File: src/rtl/fp16_mpy_feeder.sv
// Operand FIFO + registered product stage in front of the combinational fp16 multiplier.
// Define FEEDER_STATS_EN to build the op_count / nan_count statistics counters.
module fp16_mpy_feeder #(
    parameter int unsigned DEPTH = 4
) (
    input  logic        clk,
    input  logic        rst_n,
    input  logic        in_valid,
    output logic        in_ready,
    input  logic [15:0] in_a,
    input  logic [15:0] in_b,
    output logic [15:0] mpy_a,
    output logic [15:0] mpy_b,
    input  logic [15:0] mpy_p,
    output logic        out_valid,
    input  logic        out_ready,
    output logic [15:0] out_p,
    output logic [3:0]  out_flags,
    output logic [15:0] op_count,
    output logic [7:0]  nan_count
);

    localparam int unsigned FP_W      = 16;
    localparam int unsigned EXP_W     = 5;
    localparam int unsigned MAN_W     = 10;
    localparam int unsigned FLAG_W    = 4;
    localparam int unsigned OP_CNT_W  = 16;
    localparam int unsigned NAN_CNT_W = 8;
    localparam int unsigned PTR_W     = (DEPTH > 1) ? $clog2(DEPTH) : 1;
    localparam int unsigned CNT_W     = $clog2(DEPTH + 1);

    typedef struct packed {
        logic [FP_W-1:0] a;
        logic [FP_W-1:0] b;
    } pair_t;

    // {nan, inf, zero, sub}; the four classes are mutually exclusive
    function automatic logic [FLAG_W-1:0] classify(input logic [EXP_W-1:0] e,
                                                   input logic [MAN_W-1:0] m);
        logic e_max;
        logic e_min;
        logic m_nz;
        e_max = (e == {EXP_W{1'b1}});
        e_min = (e == '0);
        m_nz  = (m != '0);
        classify = {e_max & m_nz, e_max & ~m_nz, e_min & ~m_nz, e_min & m_nz};
    endfunction

    pair_t              mem_q [DEPTH];
    logic [PTR_W-1:0]   wr_ptr_q, wr_ptr_d;
    logic [PTR_W-1:0]   rd_ptr_q, rd_ptr_d;
    logic [CNT_W-1:0]   count_q, count_d;
    logic               out_valid_q, out_valid_d;
    logic [FP_W-1:0]    out_p_q, out_p_d;
    logic [FLAG_W-1:0]  out_flags_q, out_flags_d;

    logic               fifo_empty;
    logic               push;
    logic               issue;
    pair_t              head;

    // FIFO status and the two transfer strobes
    always_comb begin
        fifo_empty = (count_q == '0);
        in_ready   = (count_q != CNT_W'(DEPTH));
        push       = in_valid && in_ready;
        issue      = !fifo_empty && (!out_valid_q || out_ready);
        head       = mem_q[rd_ptr_q];
    end

    // Head operands are masked to zero while empty so stale storage never reaches the multiplier
    assign mpy_a = fifo_empty ? '0 : head.a;
    assign mpy_b = fifo_empty ? '0 : head.b;

    always_ff @(posedge clk) begin
        if (push) begin
            mem_q[wr_ptr_q] <= pair_t'({in_a, in_b});
        end
    end

    // Pointer and occupancy update
    always_comb begin
        wr_ptr_d = wr_ptr_q;
        rd_ptr_d = rd_ptr_q;
        count_d  = count_q;
        if (push) begin
            wr_ptr_d = wr_ptr_q + PTR_W'(1);
        end
        if (issue) begin
            rd_ptr_d = rd_ptr_q + PTR_W'(1);
        end
        case ({push, issue})
            2'b10:   count_d = count_q + CNT_W'(1);
            2'b01:   count_d = count_q - CNT_W'(1);
            default: count_d = count_q;
        endcase
    end

    // Product register: load on issue, release on a handshake with nothing behind it
    always_comb begin
        out_valid_d = out_valid_q;
        out_p_d     = out_p_q;
        out_flags_d = out_flags_q;
        if (issue) begin
            out_valid_d = 1'b1;
            out_p_d     = mpy_p;
            out_flags_d = classify(mpy_p[14:10], mpy_p[9:0]);
        end else if (out_valid_q && out_ready) begin
            out_valid_d = 1'b0;
        end
    end

    always_ff @(posedge clk or negedge rst_n) begin
        if (!rst_n) begin
            wr_ptr_q    <= '0;
            rd_ptr_q    <= '0;
            count_q     <= '0;
            out_valid_q <= 1'b0;
            out_p_q     <= '0;
            out_flags_q <= '0;
        end else begin
            wr_ptr_q    <= wr_ptr_d;
            rd_ptr_q    <= rd_ptr_d;
            count_q     <= count_d;
            out_valid_q <= out_valid_d;
            out_p_q     <= out_p_d;
            out_flags_q <= out_flags_d;
        end
    end

    assign out_valid = out_valid_q;
    assign out_p     = out_p_q;
    assign out_flags = out_flags_q;

`ifdef FEEDER_STATS_EN
    logic [OP_CNT_W-1:0]  op_count_q, op_count_d;
    logic [NAN_CNT_W-1:0] nan_count_q, nan_count_d;
    logic                 handshake;

    // op_count wraps; nan_count saturates
    always_comb begin
        handshake   = out_valid_q && out_ready;
        op_count_d  = op_count_q;
        nan_count_d = nan_count_q;
        if (handshake) begin
            op_count_d = op_count_q + OP_CNT_W'(1);
            if (out_flags_q[3] && (nan_count_q != {NAN_CNT_W{1'b1}})) begin
                nan_count_d = nan_count_q + NAN_CNT_W'(1);
            end
        end
    end

    always_ff @(posedge clk or negedge rst_n) begin
        if (!rst_n) begin
            op_count_q  <= '0;
            nan_count_q <= '0;
        end else begin
            op_count_q  <= op_count_d;
            nan_count_q <= nan_count_d;
        end
    end

    assign op_count  = op_count_q;
    assign nan_count = nan_count_q;
`else
    assign op_count  = '0;
    assign nan_count = '0;
`endif

endmodule

File: config.mk
export PLATFORM = sky130hd
export DESIGN_NAME = fp16_mpy_feeder
export DESIGN_NICKNAME = d
export VERILOG_FILES = /design/src/rtl/fp16_mpy_feeder.sv
export SDC_FILE = /design/constraint.sdc
export NUM_CORES = 1
export LEC_CHECK = 0
export CAP_MARGIN = 20
export CORE_AREA = 2 2 116 118
export DETAILED_ROUTE_END_ITERATION = 16
export DIE_AREA = 0 0 118 120
export PLACE_DENSITY = 0.77
export SYNTH_ARGS = -nofsm -noshare
export SYNTH_HDL_FRONTEND = slang
export SYNTH_SLANG_ARGS = --single-unit
File: constraint.sdc
create_clock -name clk -period 2.6 [get_ports clk]
set_input_delay 0.26 -clock clk [delete_from_list [all_inputs] [get_ports clk]]
set_output_delay 0.26 -clock clk [all_outputs]
set_load 0.01 [all_outputs]
==> results of run 1 <==
repair_timing:
item / in CTS / in global routing
gates resized for setup: 3 / 3
gates cloned: 0 / 1
endpoints found under the setup margin: 3 / 26
final cells by class:
cell class	instances	area share (%)
flip-flops and latches	156	55.9
repair buffers	115	15.0
clock buffers	20	5.37
multi-input cells	145	19.2
inverters	7	0.323
well taps	176	2.71
clock inverters	12	1.51
Yosys cell counts (2+ instances only):
library cell  instances
buf_6                 5
o41ai_2               2
clkbuf_1              4
dfrtp_1              28
mux4_2               32
ha_1                  5
nor2b_1              33
buf_2                 4
and3_1                4
buf_4                25
edfxtp_1            128
nand3_1               2
mux2_2               16
o21ai_0               2
a22o_1                2
nor4_1                4
xnor2_1               3
xor2_1                3
nor2_1                2
inv_1                 7
through the flow:
stage	area, sq um	hold WS, ns	power (uW)	utilization, %	std cells
3_5_place_dp	7550	0.498	7140	58.1	598
6_report	8140	0.248	9370	62.7	631
2_1_floorplan	6400	-0.0356	5520	-	346
3_3_place_gp	7550	0.487	7070	58.1	598
5_1_grt	8140	0.271	9820	62.7	631
4_1_cts	8100	0.244	9460	62.4	630
flip-flops by register name, summed over array words and instances (netlist names):
signal / flops
mem_q: 128
out_p: 16
out_flags: 4
count_q: 3
rd_ptr_q: 2
wr_ptr_q: 2
out_valid: 1
cells by family after synthesis:
group	count (synthesis)
compound gates	6
xor+xnor	6
buf+inv	45
simple gates	53
mux	50
flops	156
other cells	1
fa+ha+maj	6
power by group through the flow:
stage	Clock, uW	Combinational, uW	Sequential [uW]
2_1_floorplan	0	1960	3560
3_3_place_gp	0	3540	3530
3_5_place_dp	0	3570	3570
4_1_cts	2370	3570	3520
5_1_grt	2470	3780	3580
6_report	2310	3530	3520
layout by cell type (no fill, tap or decap), types with 3 or more instances in the layout:
| cell | netlist | routed |
|---|---|---|
| clkdlybuf4s50_1 | 0 | 99 |
| clkbuf_1 | 4 | 3 |
| ha_1 | 5 | 5 |
| inv_1 | 7 | 7 |
| nor4_1 | 4 | 4 |
| conb_1 | 1 | 24 |
| clkbuf_16 | 0 | 18 |
| dlymetal6s2s_1 | 0 | 3 |
| xnor2_1 | 3 | 3 |
| buf_4 | 25 | 3 |
| edfxtp_1 | 128 | 128 |
| buf_12 | 0 | 6 |
| clkinv_1 | 0 | 3 |
| mux4_2 | 32 | 32 |
| dlygate4sd2_1 | 0 | 3 |
| mux2_2 | 16 | 16 |
| xor2_1 | 3 | 3 |
| dfrtp_1 | 28 | 26 |
| nor2b_1 | 33 | 33 |
| and3_2 | 0 | 4 |
worst max path at each step:
stage / startpoint / to / slack, ns / cells after the start
5_1_grt: rd_ptr_q[0] / mpy_b[8] / 0.0002 / 4
2_1_floorplan: count_q[0] / count_q[2] / 0.49 / 9
6_report: rd_ptr_q[0] / mpy_b[7] / 0.09 / 4
3_3_place_gp: out_ready / count_q[2] / 0.37 / 10
4_1_cts: rd_ptr_q[0] / mpy_a[8] / 0.004 / 4
3_5_place_dp: out_ready / count_q[2] / 0.29 / 10
per-layer routing:
layer | track usage [%] | vias up | routed length [um]
met5 | 0 | - | 0
met4 | 5.42 | 0 | 95
met3 | 6.56 | 13 | 677
met2 | 28.2 | 115 | 5810
met1 | 21.0 | 1648 | 4950
li1 | - | 1443 | -
==> impl_metrics.json, run 1 <==
{
  "grt_max_degree": 39,
  "p_leak_uw": 0.00291,
  "grt.total_usage_pct": 17.1,
  "die_w_um": 118,
  "rr_endpoint": "count_q[2]",
  "synth_compound_area_share_pct": 0.951,
  "syn2layout_area_growth_pct": 28.9,
  "share_comb_of_total_power_pct": 37.7,
  "worst_slack_ns": 0.0893,
  "ioPinCount": 130,
  "synth_area_leader_cell": "edfxtp_1",
  "skew_ns": 0.00598,
  "fillers": 943,
  "synth_top_family_by_area": "multiplexers",
  "fmax_mhz": 398,
  "rsz0062_at_grt": "false",
  "slew_headroom_pct": 65.9,
  "finalSetupViolations": 0,
  "status": "complete, no violations",
  "hp-class": "input pin to async pin",
  "p_sw_share_pct": 28.5,
  "clk_pin_slew_ns": 0.05,
  "core-area_sq_um": 13000,
  "first_global_vias": 3372,
  "clk-insertion-delay-late_ns": 0.42,
  "worst_setup_path_end_kind": "output pin",
  "p_seq_share_pct": 37.6,
  "hold_viol": 0,
  "synthXorXnorAreaFrac_pct": 0.833,
  "cp_num_buf_inv": 2,
  "rows": 42,
  "synth_edf_count": 128,
  "crit_family": "buffers and inverters",
  "arrival_ns": 2.25,
  "synth_area_per_cell_sq_um": 19.5,
  "rr_worst_depth": 9,
  "worst_pin_slew_ns": 0.512,
  "setup.worst_path.class": "flip-flop to output pin",
  "power.share.clock_pct": 24.6,
  "dr.pass1.iters": 4,
  "yosys_register_bits": 156,
  "seqCellArea_sq_um": 4550,
  "yosys_warnings": 0,
  "portBuffers": 105,
  "synth_area_leaders": "edfxtp_1 61%, mux4_2 11%, dfrtp_1 11%",
  "ys_seq_area_share_pct": 72.0,
  "final.setup.tns_ns": 0,
  "internal-power_uw": 6690,
  "cp_cell_sequence": "clkbuf_16 -> mux4_2 -> nor2b_1 -> clkdlybuf4s50_1",
  "finalWirelength_um": 11500,
  "synth_area_sq_um": 6310,
  "grt_pass1_wl_um": 17900,
  "cts_tree": "done",
  "synthAdderAreaFrac_pct": 1.31,
  "antenna_found_initial": 0,
  "vias_per_cell": 5.10,
  "n_antenna_cell": 0,
  "switchingPower_uw": 2670,
  "slowest_stage": "clkdlybuf4s50_1",
  "post-route-period-util_pct": 96.6,
  "start_util_pct": 48.6,
  "post_drt_wl_per_cell_um": 18.3,
  "dpl_worst_slack_ns": 0.288,
  "powerDensity_nw_per_um2": 1150,
  "synth_simple_gate_area_share_pct": 5.35,
  "grt_remaining_overflow": 0,
  "cts_hold_buf": 0,
  "drtIter0Drc": 204,
  "finalNetCount": 500,
  "worst-path-max-fanout": 17,
  "reg2reg_from": "count_q[0]",
  "peakVddDrop_mv": 0.695,
  "synth_top_area_share_pct": 60.9,
  "numClockSinks": 156,
  "multi_input_area_sq_um": 1560,
  "slew_violations": 0,
  "drc": 0,
  "async_flop_share_pct": 17.9,
  "synth_cells": 323,
  "required_ns": 2.34,
  "clockBufferDepth": 2,
  "post_cts_buffers": 0,
  "synth_mux_area_share_pct": 14.7,
  "die_y_um": 120,
  "cap_viol_max_count": 0,
  "ant_nets": 0,
  "cts_root_buf": "clkbuf_16",
  "hpwl_um": 7230,
  "route.vias.total": 3219,
  "cp-start-kind": "flip-flop",
  "htree_levels": 4,
  "period_needed_ns": 2.51,
  "yosysUniqueCellTypes": 32,
  "die-area_sq_um": 14200,
  "layout-drive-gt1-share_pct": 21.3,
  "yosys_most_used_dff": "edfxtp_1",
  "rrSetupSlack_ns": 0.30,
  "place.gp.congestion": 0.743,
  "cpPeakStageDelay_ns": 0.51,
  "cts_made_buffers": 17
}
No activity file was read; power rests on OpenSTA's default activity.
==> run 2: changes to the inputs <==
Settings changed: CORE_AREA 2 2 116 118 to 2 2 129 106, DIE_AREA 0 0 118 120 to 0 0 131 108, SKIP_LAST_GASP from default to 1.
==> run 2 against run 1 <==
Largest power group is now sequential cells. Die area hardly changed. Fmax is 1.4% higher. Non-clock buffer count is 4 higher. First-iteration DRC count is 1.5% lower. Power is 3.6% higher. Via count is 0.12% higher. Flip-flop and latch count stayed put. Register-to-register slack better by 0.05 ns. Core utilization is 1.6 points higher. Global-route usage is 0.66 points higher.
==> impl_metrics.json, run 2 (synthesis results as in run 1) <==
{
  "final_common_cell": "edfxtp_1",
  "vias_per_cell": 5.08,
  "worst_setup_path_end_kind": "output pin",
  "layout_common_cells": "128 x edfxtp_1, 105 x clkdlybuf4s50_1, 33 x nor2b_1",
  "rsz0062_at_grt": "false",
  "p_leak_uw": 0.00292,
  "finalWirelength_um": 11700,
  "grt_pass1_wl_um": 17900,
  "worst-path-max-fanout": 20,
  "cts_hold_buf": 0,
  "antenna_found_initial": 0,
  "worst_slack_ns": 0.124,
  "ant_nets": 0,
  "rrSetupSlack_ns": 0.35,
  "cp-start-kind": "flip-flop",
  "status": "complete, no violations",
  "grt_busiest_layer": "met2",
  "clk_pin_slew_ns": 0.06,
  "post-place-cells": 602,
  "layout-drive-gt1-share_pct": 22.7,
  "holdWs_ns": 0.249,
  "cts_made_buffers": 17,
  "powerDensity_nw_per_um2": 1190,
  "fmax_mhz": 404,
  "worst_pin_slew_ns": 0.508,
  "hpwl_um": 7590,
  "slew_violations": 0,
  "hold_viol": 0,
  "met1_usage_pct": 22.7,
  "first_global_vias": 3310,
  "drtIter0Drc": 201,
  "finalNetCount": 504,
  "die-area_sq_um": 14100,
  "die_w_um": 131,
  "htree_levels": 4,
  "post_cts_buffers": 0,
  "numClockSinks": 156,
  "slew_headroom_pct": 66.1,
  "route.vias.total": 3223,
  "dpl_worst_slack_ns": 0.322,
  "ioPinCount": 130,
  "n_antenna_cell": 0,
  "largest-register": "mem_q",
  "drc": 0,
  "final.setup.tns_ns": 0,
  "finalSetupViolations": 0,
  "rows": 37,
  "grt_max_degree": 33,
  "rr_endpoint": "count_q[2]",
  "core-area_sq_um": 12700,
  "die_y_um": 108,
  "post_drt_wl_per_cell_um": 18.4,
  "largest_reg_flops": 128,
  "fin_cells": 634,
  "syn2layout_area_growth_pct": 29.7,
  "dr.pass1.iters": 4,
  "clk-insertion-delay-late_ns": 0.42,
  "grt.total_usage_pct": 17.7,
  "cts_root_buf": "clkbuf_16",
  "grtUsageMet2_pct": 28.4,
  "skew_ns": 0.0135,
  "portBuffers": 105,
  "use_met3_pct": 6.19,
  "cts_tree": "done",
  "rr_worst_depth": 9,
  "start_util_pct": 49.6,
  "post-route-period-util_pct": 95.2,
  "required_ns": 2.34,
  "place.gp.congestion": 0.755,
  "clockBufferDepth": 2,
  "cap_viol_max_count": 0,
  "arrival_ns": 2.22,
  "reg2reg_from": "count_q[0]",
  "hp-class": "input pin to async pin",
  "grt_remaining_overflow": 0,
  "setup.worst_path.class": "flip-flop to output pin",
  "crit_start": "rd_ptr_q[0]",
  "period_needed_ns": 2.48,
  "peakVddDrop_mv": 0.647
}
-- run 2: cell count changes in the layout (fill, tap and decap cells not counted), moves of 3 or more --
| cell | previous run | this run |
|---|---|---|
| clkdlybuf4s50_1 | 99 | 105 |
| bufinv_16 | 2 | 5 |
| buf_12 | 6 | 2 |
| buf_4 | 3 | 11 |
| dlygate4sd2_1 | 3 | 0 |
| dlymetal6s2s_1 | 3 | 0 |
-- run 2: what timing repair did --
item,in CTS,in global routing
gates cloned,0,0
endpoints found under the setup margin,2,1
pin swaps,0,0
resized for setup,1,1
hold endpoints to repair,0,0
-- run 2: critical path, cell delays in order (launching register included) --
cell,delay (ns)
dfrtp_2,0.41
buf_12,0.22
mux4_2,0.53
nor2b_1,0.15
clkdlybuf4s50_1,0.49
-- run 2: how the worst max path moves through the flow --
| stage | endpoint | cells past startpoint | slack [ns] |
|---|---|---|---|
| global route | mpy_b[0] | 4 | 0.02 |
| global placement | count_q[2] | 10 | 0.39 |
| CTS | mpy_a[14] | 4 | 0.07 |
| detailed placement | count_q[2] | 10 | 0.32 |
| finish | mpy_a[11] | 4 | 0.12 |
| floorplan | count_q[2] | 9 | 0.49 |
-- run 2: per-stage QoR --
step	cell area [sq um]	total power, uW	util, %
final	8190	9710	64.3
after global routing	8190	10200	64.3
after CTS	8180	9810	64.3
after detailed placement	7530	7130	59.2
after global placement	7530	7050	59.2
after floorplan	6400	5520	-
-- run 2: area by class of cell --
type | instances | area, sq um
well taps | 175 | 219
multi-input cells | 145 | 1560
inverters | 7 | 26.3
clock buffers | 19 | 433
clock inverters | 13 | 213
flip-flops and latches | 156 | 4550
repair buffers | 119 | 1190
fillers | 877 | 4540
-- run 2: power breakdown --
group / switching, uW / leakage [uW] / internal [uW]
Sequential: 247 / 0.00150 / 3330
Clock: 954 / 0.000306 / 1710
Combinational: 1500 / 0.00111 / 1970
Total: 2700 / 0.00292 / 7010
-- run 2: metal layers --
| layer | part of all wire (%) | up-vias |
|---|---|---|
| li1 | - | 1450 |
| met2 | 50 | 99 |
| met5 | 0 | - |
| met4 | 0.91 | 0 |
| met3 | 5.5 | 9 |
| met1 | 43 | 1665 |
